==> config.mk <==
export PLATFORM = sky130hd
export DESIGN_NAME = red_serial_comparator
export DESIGN_NICKNAME = d
export VERILOG_FILES = /design/src/rtl/red_serial_comparator.sv
export SDC_FILE = /design/constraint.sdc
export NUM_CORES = 1
export LEC_CHECK = 0
export ABC_AREA = 1
export ABC_CLOCK_PERIOD_IN_PS = 2310
export CAP_MARGIN = 20
export CORE_UTILIZATION = 35
export CTS_CLUSTER_DIAMETER = 60
export DETAILED_ROUTE_END_ITERATION = 10
export PLACE_DENSITY = 0.58
export SLEW_MARGIN = 20
export SYNTH_ARGS = -nofsm -noshare
export SYNTH_HDL_FRONTEND = slang
export SYNTH_SLANG_ARGS = --single-unit
export TNS_END_PERCENT = 100
==> constraint.sdc <==
create_clock -name clk -period 2.31 [get_ports clk]
set_input_delay 0.462 -clock clk [delete_from_list [all_inputs] [get_ports clk]]
set_output_delay 0.462 -clock clk [all_outputs]
set_load 0.05 [all_outputs]
==> src/rtl/red_serial_comparator.sv <==
// rtl/red_serial_comparator.sv - bit-serial unsigned magnitude comparator, LSB first
//
// Free-running: LOAD captures both operands, then WIDTH COMPARE cycles scan
// them LSB to MSB. The last compare edge refreshes Z and pulses done, and the
// next edge is LOAD again, giving a period of WIDTH+1 cycles.
//
// Ports:
//   clk       system clock, rising edge
//   reset     synchronous active-high reset
//   palabraA  operand A (unsigned, WIDTH bits)
//   palabraB  operand B (unsigned, WIDTH bits)
//   Z         registered result, 1 when captured A > captured B
//   done      one-cycle pulse on the edge that refreshed Z
module red_serial_comparator #(
  parameter int WIDTH = 3
) (
  input  logic             clk,
  input  logic             reset,
  input  logic [WIDTH-1:0] palabraA,
  input  logic [WIDTH-1:0] palabraB,
  output logic             Z,
  output logic             done
);

  localparam int CW = (WIDTH > 1) ? $clog2(WIDTH) : 1;
  localparam logic [CW-1:0] LAST_BIT = CW'(WIDTH - 1);

  typedef enum logic {
    LOAD,
    COMPARE
  } stateT;

  typedef enum logic [1:0] {
    REL_EQ = 2'd0,
    REL_GT = 2'd1,
    REL_LT = 2'd2
  } relT;

  stateT            state;
  relT              relation;
  relT              nextRelation;
  logic [CW-1:0]    bitCount;
  logic [WIDTH-1:0] shiftA;
  logic [WIDTH-1:0] shiftB;

  // Later (more significant) bits overwrite the relation, so the value left
  // after the MSB is the relation at the most significant differing bit.
  always_comb begin
    nextRelation = relation;
    if (shiftA[0] && !shiftB[0]) begin
      nextRelation = REL_GT;
    end else if (!shiftA[0] && shiftB[0]) begin
      nextRelation = REL_LT;
    end
  end

  always_ff @(posedge clk) begin
    if (reset) begin
      state    <= LOAD;
      relation <= REL_EQ;
      bitCount <= '0;
      shiftA   <= '0;
      shiftB   <= '0;
      Z        <= 1'b0;
      done     <= 1'b0;
    end else begin
      done <= 1'b0;
      case (state)
        LOAD: begin
          shiftA   <= palabraA;
          shiftB   <= palabraB;
          relation <= REL_EQ;
          bitCount <= '0;
          state    <= COMPARE;
        end
        COMPARE: begin
          relation <= nextRelation;
          shiftA   <= shiftA >> 1;
          shiftB   <= shiftB >> 1;
          bitCount <= bitCount + CW'(1);
          if (bitCount == LAST_BIT) begin
            Z     <= (nextRelation == REL_GT);
            done  <= 1'b1;
            state <= LOAD;
          end
        end
        default: state <= LOAD;
      endcase
    end
  end

endmodule

==> impl_metrics.yaml <==
worst_setup_path:
  r2r_cells: 5
  path_buf_inv: 1
  critPathMaxStageDelay_ns: 0.79
  critical_path.cell_chain: "clkdlybuf4s50_1"
  start_kind: "register"
  crit_start: "Z$_SDFFE_PP0P_"
  cp_max_fo: 2
  worstPathArrival_ns: 1.39
  r2r_slack_ns: 1.38
  crit_family: "buffers and inverters"
  worstPathRequired_ns: 1.85
  critPathCaptureType: "primary output"
  slowest_stage: "clkdlybuf4s50_1"
  rr_startpoint: "bitCount[0]$_SDFF_PP0_"
  critical_path_depth: 1
  critPathKind: "register to primary output"
timing:
  slew-limit-headroom_pct: 67.5
  finalCriticalPeriod_ns: 1.85
  worst-slew-pin-transition_ns: 0.486
  timing.final.crit_share_pct: 80.2
  hold_viol_final: 0
  finalSetupViolCount: 0
  report.final.slew_viol_count: 0
  fmax_mhz: 540
  rsz0062_at_grt: "no"
  tns_ns: 0
  finClkSkew_ns: 0.000660
yosys:
  avgSynthCellArea_um2: 8.60
  synth_nets: 63
  synth_top_area_share_pct: 56.1
  synth_cell_types: 10
  synth_xor_area_share_pct: 0
  synth_top_family_by_area: "simple AND/OR/NAND/NOR gates"
  synth_common_cells: "dfxtp_1 (13), inv_1 (11), nand2_1 (10), nor2_1 (6), nand3_1 (5)"
  synth_simple_gate_area_share_pct: 20.2
  synth.most_common_cell: "dfxtp_1"
  synth_fa_ha_area_share_pct: 2.70
  netlist_instances: 54
  synth_warnings: 0
  async_flop_share_pct: 0
  yosysSeqAreaShare_pct: 56.1
  netlist_area_um2: 464
  yosys_most_used_dff: "dfxtp_1"
  synth_top_cell_by_area: "dfxtp_1"
  synth-seq-cells: 13
  synth_compound_area_share_pct: 9.70
  synth_area_leaders: "dfxtp_1 (56%), inv_1 (8.9%), nand2_1 (8.1%)"
  synthMuxAreaShare_pct: 0
  synth_edf_count: 0
pwr:
  pwr-share-seq_pct: 58.2
  p_sw_mw: 0.0894
  p_int_mw: 0.320
  pwr-share-comb_pct: 8.8
  p_clk_share_pct: 33.0
  p_leak_nw: 0.269
  p_sw_share_pct: 21.9
  vdd_ir_drop_max_mv: 0.343
  p_per_area_mw_per_mm2: 697
floorplanning:
  die_y_um: 38.4
  ioPinCount: 10
  core_area_mm2: 0.00117
  num_rows: 12
  start_util_pct: 39.6
  die-area_mm2: 0.00148
  die_width_um: 38.4
layout:
  regArea_um2: 260
  drive_gt1_share_pct: 12.1
  final-instance-count-excl-fill: 80
  antennaDiodeCount: 0
  nNetsFinal: 76
  n_fill_cell: 116
  design_area_um2: 587
  multi_input_area_um2: 151
  area_growth_pct: 26.4
clocking:
  clockRootBuffer: "clkbuf_4"
  cts_setup_buffers: 0
  clock_latency_ns: 0.27
  ctsHoldBuffers: 0
  numCtsBuffers: 3
  cts_resized: 0
  clock_sinks: 13
  cts_buffer_depth: 2
  h-tree-depth: 1
  cts_tree: "built"
  clk_pin_slew_ns: 0.07
place:
  place_congestion: 0.654
  dp_hpwl_um: 477
  post_dp_cell_area_um2: 561
  dpl.cell_count: 76
  io_buffers: 9
global_routing:
  grt_overflow: 0
  use_met3_pct: 8.72
  grt_max_degree: 9
  grt_usage_pct: 12.8
  antenna_found_initial: 0
  busiest_layer: "met2"
  grt_pass1_wl_mm: 1.22
  use_met2_pct: 20.8
  met1_usage_pct: 12.7
  grt_pass1_vias: 309
routing:
  wl_per_cell_um: 8.08
  drt_iter0_drc: 4
  drcViolationCount: 0
  vias: 334
  antenna_left: 0
  drt-vias-per-instance: 4.18
  routed_wl_um: 646
  drtPass1Iterations: 2
hold_path:
  holdPathStages: 1
  worstHoldStart: "bitCount[0]$_SDFF_PP0_"
  worstHoldPathType: "register to register"
flow_run:
  drv_cap: 0
status:
  status: "complete, no violations"
[power groups by stage]
| stage | sequential, mW | clock [mW] | combinational, mW |
|---|---|---|---|
| after detailed placement | 0.244 | 0 | 0.0359 |
| after floorplan | 0.242 | 0 | 0.0228 |
| after global placement | 0.243 | 0 | 0.0358 |
| after CTS | 0.238 | 0.140 | 0.0362 |
| after global routing | 0.239 | 0.150 | 0.0415 |
| final | 0.238 | 0.135 | 0.0358 |
[state kept, by name, summed over array words and instances (netlist names)]
register	cells
shiftA	3
shiftB	3
bitCount	2
relation	2
Z	1
done	1
state	1
[cell families (layout without fill, tap and decap cells)]
family / count (synthesis) / after routing
buffers and inverters: 12 / 24
adders and majority gates: 1 / 1
AOI/OAI and AO/OA: 6 / 6
DFF: 13 / 13
and+or+nand+nor: 22 / 22
[cell usage in the layout (no fill, tap or decap)]
cell type,Yosys,final
o21ai_2,4,4
nand2_1,10,10
nand3_1,5,5
clkdlybuf4s50_1,0,9
or2_4,1,1
ha_1,1,1
clkbuf_1,0,1
clkbuf_4,0,3
nor2_1,6,6
a21oi_1,2,2
inv_1,11,11
dfxtp_1,13,13
[worst paths after layout]
check | end
setup / recovery | Z
hold / removal | bitCount[0]$_SDFF_PP0_
setup reg to reg | Z$_SDFFE_PP0P_
hold reg to reg | bitCount[0]$_SDFF_PP0_
[per-stage QoR]
| step | total power, mW | hold WS, ns | util, % | setup WS (ns) |
|---|---|---|---|---|
| 4_1_cts | 0.415 | 0.412 | 50.1 | 0.444 |
| 2_1_floorplan | 0.265 | 0.393 | - | 1.25 |
| 3_5_place_dp | 0.280 | 0.401 | 47.9 | 0.750 |
| 6_report | 0.409 | 0.412 | 50.1 | 0.458 |
| 3_3_place_gp | 0.279 | 0.402 | 47.9 | 0.751 |
| 5_1_grt | 0.431 | 0.424 | 50.1 | 0.409 |
[routing by layer]
layer	vias up	share of wire [%]
met1	141	45
li1	185	-
met3	0	6.7
met2	8	48
met5	-	0
met4	0	0
[layout make-up]
cell class / instances / area share [%]
clock buffers: 4 / 4.48
inverters: 11 / 7.04
multi-input cells: 29 / 25.8
flip-flops and latches: 13 / 44.3
well taps: 14 / 2.99
repair buffers: 9 / 15.4
Note: power is estimated with default switching activity, not from simulation.
